===== src/rtl/harry_pkg.sv =====
// Shared types for the Harry animation sequencer: sprite pose codes,
// controller states, counter width and the run-cycle advance helper.
package harry_pkg;

  localparam int HARRY_CNT_W = 6;

  typedef enum logic [3:0] {
    HARRY_STAND  = 4'd0,
    HARRY_JUMP   = 4'd1,
    HARRY_RUN1   = 4'd2,
    HARRY_RUN2   = 4'd3,
    HARRY_RUN3   = 4'd4,
    HARRY_RUN4   = 4'd5,
    HARRY_RUN5   = 4'd6,
    HARRY_VINE   = 4'd7,
    HARRY_CLIMB1 = 4'd8,
    HARRY_CLIMB2 = 4'd9
  } harry_pose_t;

  typedef enum logic [2:0] {
    CTRL_STAND,
    CTRL_RUN,
    CTRL_JUMP,
    CTRL_VINE,
    CTRL_CLIMB
  } harry_ctrl_t;

  // Run cycle is run1..run5 and wraps back to run1.
  function automatic harry_pose_t run_next(input harry_pose_t p);
    logic [3:0] nxt;
    nxt = p + 4'd1;
    if (p == HARRY_RUN5 || p < HARRY_RUN1) return HARRY_RUN1;
    return harry_pose_t'(nxt);
  endfunction

endpackage


===== src/rtl/harry_step_timer.sv =====
// Tick-qualified modulo counter: counts 0..period-1 on enabled ticks and
// pulses wrap on the tick where it rolls over. clear wins over enable.
module harry_step_timer
  import harry_pkg::*;
(
  input  logic                   clk_i,
  input  logic                   rst_ni,
  input  logic                   tick_i,
  input  logic                   clear_i,
  input  logic                   enable_i,
  input  logic [HARRY_CNT_W-1:0] period_i,
  output logic                   wrap_o
);

  logic [HARRY_CNT_W-1:0] cnt_q, cnt_d;

  assign wrap_o = tick_i && !clear_i && enable_i &&
                  (cnt_q == (period_i - HARRY_CNT_W'(1)));

  always_comb begin
    cnt_d = cnt_q;
    if (tick_i) begin
      if (clear_i)       cnt_d = '0;
      else if (enable_i) cnt_d = wrap_o ? '0 : cnt_q + HARRY_CNT_W'(1);
    end
  end

  always_ff @(posedge clk_i or negedge rst_ni) begin
    if (!rst_ni) cnt_q <= '0;
    else         cnt_q <= cnt_d;
  end

endmodule


===== src/rtl/harry_anim_ctrl.sv =====
// Harry pose sequencer: picks the sprite pose each frame tick from input and
// contact flags. Define HARRY_FACING_EN to add the facing_left mirror output.
module harry_anim_ctrl
  import harry_pkg::*;
#(
  parameter int STEP_FRAMES  = 4,
  parameter int JUMP_FRAMES  = 32,
  parameter int CLIMB_FRAMES = 8
) (
  input  logic       Clk,
  input  logic       Reset_n,
  input  logic       frame_tick,
  input  logic       move_left,
  input  logic       move_right,
  input  logic       jump_req,
  input  logic       climb_up,
  input  logic       climb_down,
  input  logic       on_ground,
  input  logic       on_vine,
  input  logic       on_ladder,
  output logic [3:0] harry_state,
  output logic       jumping
`ifdef HARRY_FACING_EN
  ,
  output logic       facing_left
`endif
);

  localparam int RUN_T   = 0;
  localparam int CLIMB_T = 1;

  harry_ctrl_t            state_q, state_d;
  harry_pose_t            pose_q, pose_d;
  logic [HARRY_CNT_W-1:0] jump_cnt_q, jump_cnt_d;
  logic                   run_arm_q, run_arm_d;
  logic                   jumping_q, jumping_d;
  logic [1:0]             tmr_clear, tmr_enable, tmr_wrap;

  logic one_dir, one_climb, jump_done, state_change, stay_run, stay_climb;

  assign one_dir      = move_left ^ move_right;
  assign one_climb    = climb_up ^ climb_down;
  assign jump_done    = on_ground && (jump_cnt_q >= HARRY_CNT_W'(JUMP_FRAMES - 1));
  assign state_change = (state_d != state_q);
  assign stay_run     = (state_q == CTRL_RUN) && (state_d == CTRL_RUN);
  assign stay_climb   = (state_q == CTRL_CLIMB) && (state_d == CTRL_CLIMB);

  // Only vine can interrupt a jump; landing re-evaluates run vs stand.
  always_comb begin
    state_d = state_q;
    if (frame_tick) begin
      if (on_vine)                      state_d = CTRL_VINE;
      else if (state_q == CTRL_JUMP) begin
        if (jump_done)                  state_d = one_dir ? CTRL_RUN : CTRL_STAND;
      end
      else if (on_ladder)               state_d = CTRL_CLIMB;
      else if (on_ground && jump_req)   state_d = CTRL_JUMP;
      else if (on_ground && one_dir)    state_d = CTRL_RUN;
      else                              state_d = CTRL_STAND;
    end
  end

  // The run timer skips the first tick after entry, so the first pose
  // change lands STEP_FRAMES ticks after that tick.
  assign tmr_clear             = {2{state_change}};
  assign tmr_enable[RUN_T]     = stay_run && run_arm_q;
  assign tmr_enable[CLIMB_T]   = stay_climb && one_climb;

  for (genvar gi = 0; gi < 2; gi++) begin : g_timer
    localparam int PERIOD = (gi == RUN_T) ? STEP_FRAMES : CLIMB_FRAMES;
    harry_step_timer u_timer (
      .clk_i    (Clk),
      .rst_ni   (Reset_n),
      .tick_i   (frame_tick),
      .clear_i  (tmr_clear[gi]),
      .enable_i (tmr_enable[gi]),
      .period_i (HARRY_CNT_W'(PERIOD)),
      .wrap_o   (tmr_wrap[gi])
    );
  end

  always_comb begin
    pose_d     = pose_q;
    jump_cnt_d = jump_cnt_q;
    run_arm_d  = run_arm_q;
    jumping_d  = jumping_q;
    if (frame_tick) begin
      run_arm_d = stay_run;
      jumping_d = (state_d == CTRL_JUMP);
      if (state_d != CTRL_JUMP)          jump_cnt_d = '0;
      else if (state_q != CTRL_JUMP)     jump_cnt_d = '0;
      else if (jump_cnt_q < HARRY_CNT_W'(JUMP_FRAMES))
                                         jump_cnt_d = jump_cnt_q + HARRY_CNT_W'(1);
      unique case (state_d)
        CTRL_STAND: pose_d = HARRY_STAND;
        CTRL_JUMP:  pose_d = HARRY_JUMP;
        CTRL_VINE:  pose_d = HARRY_VINE;
        CTRL_RUN: begin
          if (!stay_run)                pose_d = HARRY_RUN1;
          else if (tmr_wrap[RUN_T])     pose_d = run_next(pose_q);
        end
        CTRL_CLIMB: begin
          if (!stay_climb)              pose_d = HARRY_CLIMB1;
          else if (tmr_wrap[CLIMB_T])
            pose_d = (pose_q == HARRY_CLIMB1) ? HARRY_CLIMB2 : HARRY_CLIMB1;
        end
        default:                        pose_d = HARRY_STAND;
      endcase
    end
  end

  always_ff @(posedge Clk or negedge Reset_n) begin
    if (!Reset_n) begin
      state_q    <= CTRL_STAND;
      pose_q     <= HARRY_STAND;
      jump_cnt_q <= '0;
      run_arm_q  <= 1'b0;
      jumping_q  <= 1'b0;
    end else begin
      state_q    <= state_d;
      pose_q     <= pose_d;
      jump_cnt_q <= jump_cnt_d;
      run_arm_q  <= run_arm_d;
      jumping_q  <= jumping_d;
    end
  end

  assign harry_state = pose_q;
  assign jumping     = jumping_q;

`ifdef HARRY_FACING_EN
  logic facing_q;

  always_ff @(posedge Clk or negedge Reset_n) begin
    if (!Reset_n)                                    facing_q <= 1'b0;
    else if (frame_tick && move_left && !move_right) facing_q <= 1'b1;
    else if (frame_tick && move_right && !move_left) facing_q <= 1'b0;
  end

  assign facing_left = facing_q;
`endif

endmodule


===== config.mk =====
export PLATFORM = sky130hd
export DESIGN_NAME = harry_anim_ctrl
export DESIGN_NICKNAME = d
export VERILOG_FILES = /design/src/rtl/harry_pkg.sv /design/src/rtl/harry_step_timer.sv /design/src/rtl/harry_anim_ctrl.sv
export SDC_FILE = /design/constraint.sdc
export NUM_CORES = 1
export LEC_CHECK = 0
export BUFFER_PORTS_ARGS = -buffer_cell sky130_fd_sc_hd__buf_2
export CAP_MARGIN = 20
export CELL_PAD_IN_SITES_DETAIL_PLACEMENT = 1
export CELL_PAD_IN_SITES_GLOBAL_PLACEMENT = 1
export CORE_UTILIZATION = 45
export CTS_BUF_LIST = sky130_fd_sc_hd__clkbuf_4 sky130_fd_sc_hd__clkbuf_8
export DETAILED_ROUTE_END_ITERATION = 16
export GPL_ROUTABILITY_DRIVEN = 0
export PLACE_DENSITY_LB_ADDON = 0.1
export SYNTH_ARGS = -nofsm -noshare
export SYNTH_HDL_FRONTEND = slang
export SYNTH_SLANG_ARGS = --single-unit

===== constraint.sdc =====
create_clock -name Clk -period 3.1 [get_ports Clk]
set_clock_uncertainty 0.15 [all_clocks]
set_input_delay 0.775 -clock Clk [delete_from_list [all_inputs] [get_ports Clk]]
set_output_delay 0.775 -clock Clk [all_outputs]
set_load 0.05 [all_outputs]

# Word-level counts from Yosys, hierarchy flattened
# Cells that the tools add are included.
dict set report word_totals {
  inputBits 11
  latch_bits 0
  ramBits 0
  output_inout_bits 5
  n_memories 0
  word_cells 83
  rom_bits 0
  regBits 27
}
dict set report op_classes {
  magnitude_cmp 3
  div 0
  n_addsub 4
  bitwise 2
  n_eq_ne 16
  reduce_logical 21
  mul 0
  shift 0
  n_mux 30
}
# operator n
set op_table {}
lappend op_table {{6-bit two-way mux} 9}
lappend op_table {{4-bit two-way mux} 6}
lappend op_table {{6-bit by 1-bit adder with 6-bit output (second input constant)} 3}
lappend op_table {{4-bit case mux with 4 select lines} 1}
lappend op_table {{3-bit two-way mux} 5}
lappend op_table {{1-bit logical AND} 12}
lappend op_table {{3-bit by 2-bit != test with 1-bit output (second input constant)} 4}
lappend op_table {{3-bit by 2-bit == test with 1-bit output (second input constant)} 3}
lappend op_table {{1-bit two-way mux} 8}
lappend op_table {{3-bit by 1-bit == test with 1-bit output (second input constant)} 2}
lappend op_table {{3-bit == test (second input constant)} 2}
lappend op_table {{6-bit by 2-bit == test with 1-bit output (second input constant)} 1}
lappend op_table {{6-bit by 3-bit == test with 1-bit output (second input constant)} 1}
lappend op_table {{6-bit by 5-bit greater-or-equal comparator with 1-bit output (second input constant)} 1}
lappend op_table {{6-bit less-than comparator (second input constant)} 1}
lappend op_table {{2-bit AND reduction} 3}
lappend op_table {{4-bit by 1-bit adder with 4-bit output (second input constant)} 1}
lappend op_table {{4-bit by 3-bit == test with 1-bit output (second input constant)} 1}
lappend op_table {{4-bit == test (second input constant)} 1}
lappend op_table {{4-bit by 2-bit less-than comparator with 1-bit output (second input constant)} 1}
lappend op_table {{2-bit nonzero test} 2}
lappend op_table {{3-bit != test} 1}
lappend op_table {{3-bit AND reduction} 1}
lappend op_table {{3-bit nonzero test} 1}
lappend op_table {{other kinds (4)} 5}

# Logic depth before layout (Yosys ltp)
dict set report logic_depth {
  depth_word 21
  mapped_depth 10
  ltp_nobuf 10
}

# By module
# From an unflattened synthesis, not the netlist that was laid out.
dict set report unflattened {
  cells_unflattened 233
  area_unflattened_um2 2048.2
}
# mod seq_area_each_um2 instances area_each_um2 cells_per_inst
set modules_own_cells {}
lappend modules_own_cells {harry_anim_ctrl 375.4 1 1059.8 117}
lappend modules_own_cells {harry_step_timer 150.1 2 494.2 58}

# Worst setup path before layout
# Ideal clock, no wire load.
dict set report synth_timing {
  path_kind {input to register}
  start {input jump_req}
  end {register pose_q[0], in the netlist harry_state[0]}
  required_time_ns 2.822
  slack_ns 0.243
  path_buffers 0
  arrival_time_ns 2.580
  stages 7
  cell_sequence {or3b_4 a211oi_1 a21oi_1 o41ai_1 o41ai_2 nand2_2 mux2_1}
}
dict set report synth_between {
  elab_chain_cells 13
}
# item line
set synth_lines {}
lappend synth_lines {{start: declaration} harry_anim_ctrl.sv:15} ;# input logic jump_req,
lappend synth_lines {{1-bit logical AND (*)} harry_anim_ctrl.sv:57} ;# else if (on_ground && jump_req) state_d = CTRL_JUMP;
lappend synth_lines {{2-bit two-way mux (*)} harry_anim_ctrl.sv:57}
lappend synth_lines {{3-bit two-way mux (*)} harry_anim_ctrl.sv:56} ;# else if (on_ladder) state_d = CTRL_CLIMB;
lappend synth_lines {{3-bit two-way mux (*)} harry_anim_ctrl.sv:53} ;# else if (state_q == CTRL_JUMP) begin
lappend synth_lines {{3-bit two-way mux (*)} harry_anim_ctrl.sv:52} ;# if (on_vine) state_d = CTRL_VINE;
lappend synth_lines {{3-bit two-way mux (*)} harry_anim_ctrl.sv:51} ;# if (frame_tick) begin
lappend synth_lines {{3-bit != test, or another cell as far along} harry_anim_ctrl.sv:44} ;# assign state_change = (state_d != state_q);
lappend synth_lines {{1-bit zero test, or another cell as far along} harry_step_timer.sv:17} ;# assign wrap_o = tick_i && !clear_i && enable_i &&
lappend synth_lines {{1-bit logical AND, on equally long branches} {harry_step_timer.sv:17, harry_anim_ctrl.sv:66, harry_anim_ctrl.sv:67}}
lappend synth_lines {{1-bit logical AND (2 in a row)} harry_step_timer.sv:17}
lappend synth_lines {{3-bit by 2-bit != test with 1-bit output (no source line)} -}
lappend synth_lines {{3-bit AND reduction (no source line)} -}
lappend synth_lines {{end signal: assignment} harry_anim_ctrl.sv:121} ;# pose_q <= pose_d;
lappend synth_lines {{end: declaration} harry_anim_ctrl.sv:33} ;# harry_pose_t pose_q, pose_d;
# Mark *: on every way between the ends. The rest lies on a longest branch, timed or not.
# A chain may end at the register's enable or synchronous reset.

# Final worst setup path
# Same ends and word-level chain as after synthesis.

==> results.py <==
metrics = {
    "run_status": {
        "status": "finished, final reports clean",
    },
    "sta": {
        "max_freq_mhz": 355.0,
        "fin_tns_setup_ns": 0,
        "finalCritPeriodShare_pct": 90.86,
        "finalSetupViolations": 0,
        "slew_headroom_pct": 57.69,
        "fin_crit_ns": 2.817,
        "rsz0062_at_grt": "no",
        "max_slew.worst_pin.slew_ns": 0.6346,
        "worst_slack_ns": 0.2834,
        "maxSlewViolCount": 0,
        "hold_viol_final": 0,
    },
    "worst_setup_path": {
        "start_kind": "input pin",
        "cp.buffers_inverters": 1,
        "worst_setup_path_end_kind": "flip-flop",
        "worstPathRequired_ns": 3.11,
        "cp_max_fo": 3,
        "critical_path.max_stage_delay_ns": 0.40,
        "rr_startpoint": "jump_cnt_q[0]$_DFFE_PN0P_",
        "crit_chain": "buf_2 -> or3b_4 -> a21oi_2 -> a21oi_1 -> or3_1 -> o31ai_1 -> nand2_2 -> mux2_1",
        "cp.arrival_ns": 2.83,
        "critical-path-top-delay-family": "simple AND/OR/NAND/NOR gates",
        "critPathKind": "in -> reg",
        "r2r_cells": 10,
        "reg2reg_slack_ns": 0.35,
        "timing.rr.end": "harry_state[0]$_DFFE_PN0P_",
        "critical_path.slowest_cell": "or3b_4",
    },
    "logic_synthesis": {
        "synth_ff_type": "dfrtp_1",
        "synth_nets": 214,
        "avgSynthCellArea_sq_um": 9.000,
        "ys_types": 57,
        "async_flop_share_pct": 100.0,
        "synth_cells": 197,
        "synth-seq-area-share_pct": 38.11,
        "synth_seq_cells": 27,
        "ys_warn_count": 0,
        "syn_area_sq_mm": 0.001773,
        "synth_edf_count": 0,
    },
    "cells_and_area": {
        "syn_to_final_growth_pct": 12.91,
        "fin_area_sq_mm": 0.002002,
        "fin_nets": 240,
        "num_antenna_cells": 0,
        "drive_gt1_share_pct": 18.92,
        "nFillCells": 455,
    },
    "clock_network": {
        "cts-htree-levels": 1,
        "clk_pin_slew_ns": 0.10,
        "cts_resized": 0,
        "cts_root_buf": "clkbuf_8",
        "cts_made_buffers": 3,
        "clock_latency_ns": 0.28,
        "clock_path_buffers": 2,
        "cts.hold.buffers_added": 0,
        "cts_setup_buffers": 0,
        "cts_sinks": 27,
        "cts_tree": "yes",
    },
    "flow_run": {
        "max_cap_violations": 0,
    },
    "routing": {
        "detail-route-antenna-nets": 0,
        "drt_iter0_drc": 89,
        "first_pass_iters": 4,
        "remaining_drc_errors": 0,
        "post_drt_wl_per_cell_um": 16.34,
        "avgViaCountPerCell": 5.852,
        "wirelength_um": 4412,
        "via_count": 1580,
    },
    "die": {
        "start_util_pct": 47.71,
        "row_count": 22,
        "die_area_sq_mm": 0.004195,
        "io_pins": 16,
        "die_h_um": 64.77,
        "die_w_um": 64.77,
        "core-area_sq_mm": 0.003716,
    },
    "grt": {
        "track_usage_pct": 23.40,
        "grt-ovfl-total": 0,
        "grt-busiest-layer": "met2",
        "grt_max_degree": 28,
        "grt_pass1_vias": 1691,
        "grtUsageMet3_pct": 2.289,
        "antenna_found_initial": 0,
        "grt_pass1_wl_um": 7693,
        "use_met2_pct": 42.45,
        "met1_usage_pct": 28.90,
    },
    "worst_hold_path": {
        "worstHoldPathType": "in -> async",
    },
    "placed_design": {
        "hpwl_um": 3362,
        "port_buffers": 15,
        "dpl_worst_slack_ns": 0.006619,
        "placed_area_sq_mm": 0.001953,
    },
    "power": {
        "leakage_nw": 0.8520,
        "p_per_area_mw_per_mm2": 416.2,
        "vdd_ir_drop_max_mv": 0.2291,
    },
}
==> placed cells by master, fill, tap and decap left out, types with 2 or more instances in the layout <==
master / instances
nand4b_1: 2
a211oi_1: 2
dfrtp_1: 27
mux2i_1: 2
and3_1: 2
nand2b_1: 6
o31ai_1: 3
o22ai_1: 4
nand3_1: 12
xnor2_1: 3
mux2_2: 2
o41ai_2: 2
mux2_1: 2
ha_1: 6
a32o_1: 2
nand2_1: 21
o41ai_1: 2
buf_4: 10
nor2_1: 12
a21oi_1: 12
a221o_1: 2
clkbuf_8: 3
a22o_1: 2
o211ai_1: 2
or3_1: 3
buf_2: 15
inv_1: 15
o21ai_0: 11
nor3_1: 5
==> registers in the layout, summed over array words and instances, names as in the netlist <==
register	cells
harry_state	4
g_timer.u_timer.cnt_q	12
jump_cnt_q	6
state_q	3
jumping	1
run_arm_q	1
==> Yosys cell counts (2+ instances only) <==
| cell type | number | share of area (%) |
|---|---|---|
| inv_1 | 15 | 3.2 |
| clkbuf_1 | 2 | 0.42 |
| mux2i_1 | 2 | 1.1 |
| a211oi_1 | 2 | 0.85 |
| o41ai_1 | 2 | 0.99 |
| o211ai_1 | 2 | 0.85 |
| nand2b_1 | 6 | 2.1 |
| a32o_1 | 2 | 1.1 |
| mux2_1 | 2 | 1.3 |
| or3_1 | 3 | 1.1 |
| nand4b_1 | 2 | 0.99 |
| mux2_2 | 2 | 1.3 |
| nor2_1 | 12 | 2.5 |
| o31ai_1 | 3 | 1.3 |
| o22ai_1 | 4 | 1.4 |
| a22o_1 | 2 | 0.99 |
| dfrtp_1 | 27 | 38 |
| xnor2_1 | 3 | 1.5 |
| o21ai_0 | 11 | 3.1 |
| o41ai_2 | 2 | 1.8 |
| and3_1 | 2 | 0.71 |
| buf_6 | 2 | 1.3 |
| a21oi_1 | 12 | 3.4 |
| nand3_1 | 12 | 3.4 |
| nand2_1 | 21 | 4.4 |
| a221o_1 | 2 | 1.1 |
| nor3_1 | 5 | 1.4 |
| ha_1 | 6 | 4.2 |
==> per-stage QoR <==
stage	total power (W)	hold slack [ns]	utilization, %	cells
CTS	0.0008451	0.3568	53.87	270
global route	0.0008751	0.3916	53.87	270
detailed placement	0.0006233	0.3342	52.56	266
finish	0.0008332	0.3488	53.87	270
global placement	0.0006131	0.3114	52.56	266
floorplan	0.0005489	0.3243	-	197
==> area by class of cell <==
class	instances	area, sq um	area share (%)
Tap cell	48	60.06	3.000
Inverter	16	60.06	3.000
Sequential cell	27	675.6	33.75
Timing Repair Buffer	25	150.1	7.500
Multi-Input combinational cell	150	1007	50.31
Clock buffer	4	48.80	2.437
==> power breakdown <==
part	internal, W	total (W)	switching [W]
registers	0.000368	0.000396	0.0000282
logic	0.0000762	0.000220	0.000144
clock network	0.000101	0.000217	0.000116
total	0.000545	0.000833	0.000288
==> routing by layer <==
layer | part of all wire (%) | up-vias
met5 | 0 | -
met4 | 1.2 | 0
met3 | 1.3 | 6
met2 | 52 | 14
met1 | 45 | 787
li1 | - | 773
==> cells by family (layout without fill, tap and decap cells) <==
kind of cell | after synthesis | in the layout | share of synthesized area, %
muxes | 6 | 6 | 3.670
xor gates and xnor gates | 4 | 4 | 1.976
and+or+nand+nor | 77 | 77 | 23.50
DFF | 27 | 27 | 38.11
buffers and inverters | 20 | 45 | 5.081
AOI/OAI and AO/OA | 57 | 57 | 23.43
adders and majority gates | 6 | 6 | 4.234
==> worst max path at each step <==
stage / start / depth (start not counted) / slack, ns / to
after CTS: jump_req / 8 / 0.29 / harry_state[0]$_DFFE_PN0P_
after global routing: jump_cnt_q[0]$_DFFE_PN0P_ / 10 / 0.09 / g_timer[0].u_timer.cnt_q[5]$_DFFE_PN0P_
after global placement: jump_req / 8 / 0.1 / harry_state[0]$_DFFE_PN0P_
after detailed placement: jump_req / 8 / 0.007 / harry_state[0]$_DFFE_PN0P_
final: jump_req / 8 / 0.28 / harry_state[0]$_DFFE_PN0P_
after floorplan: jump_req / 7 / 0.24 / harry_state[0]$_DFFE_PN0P_
Note: power is estimated with default switching activity, not from simulation.
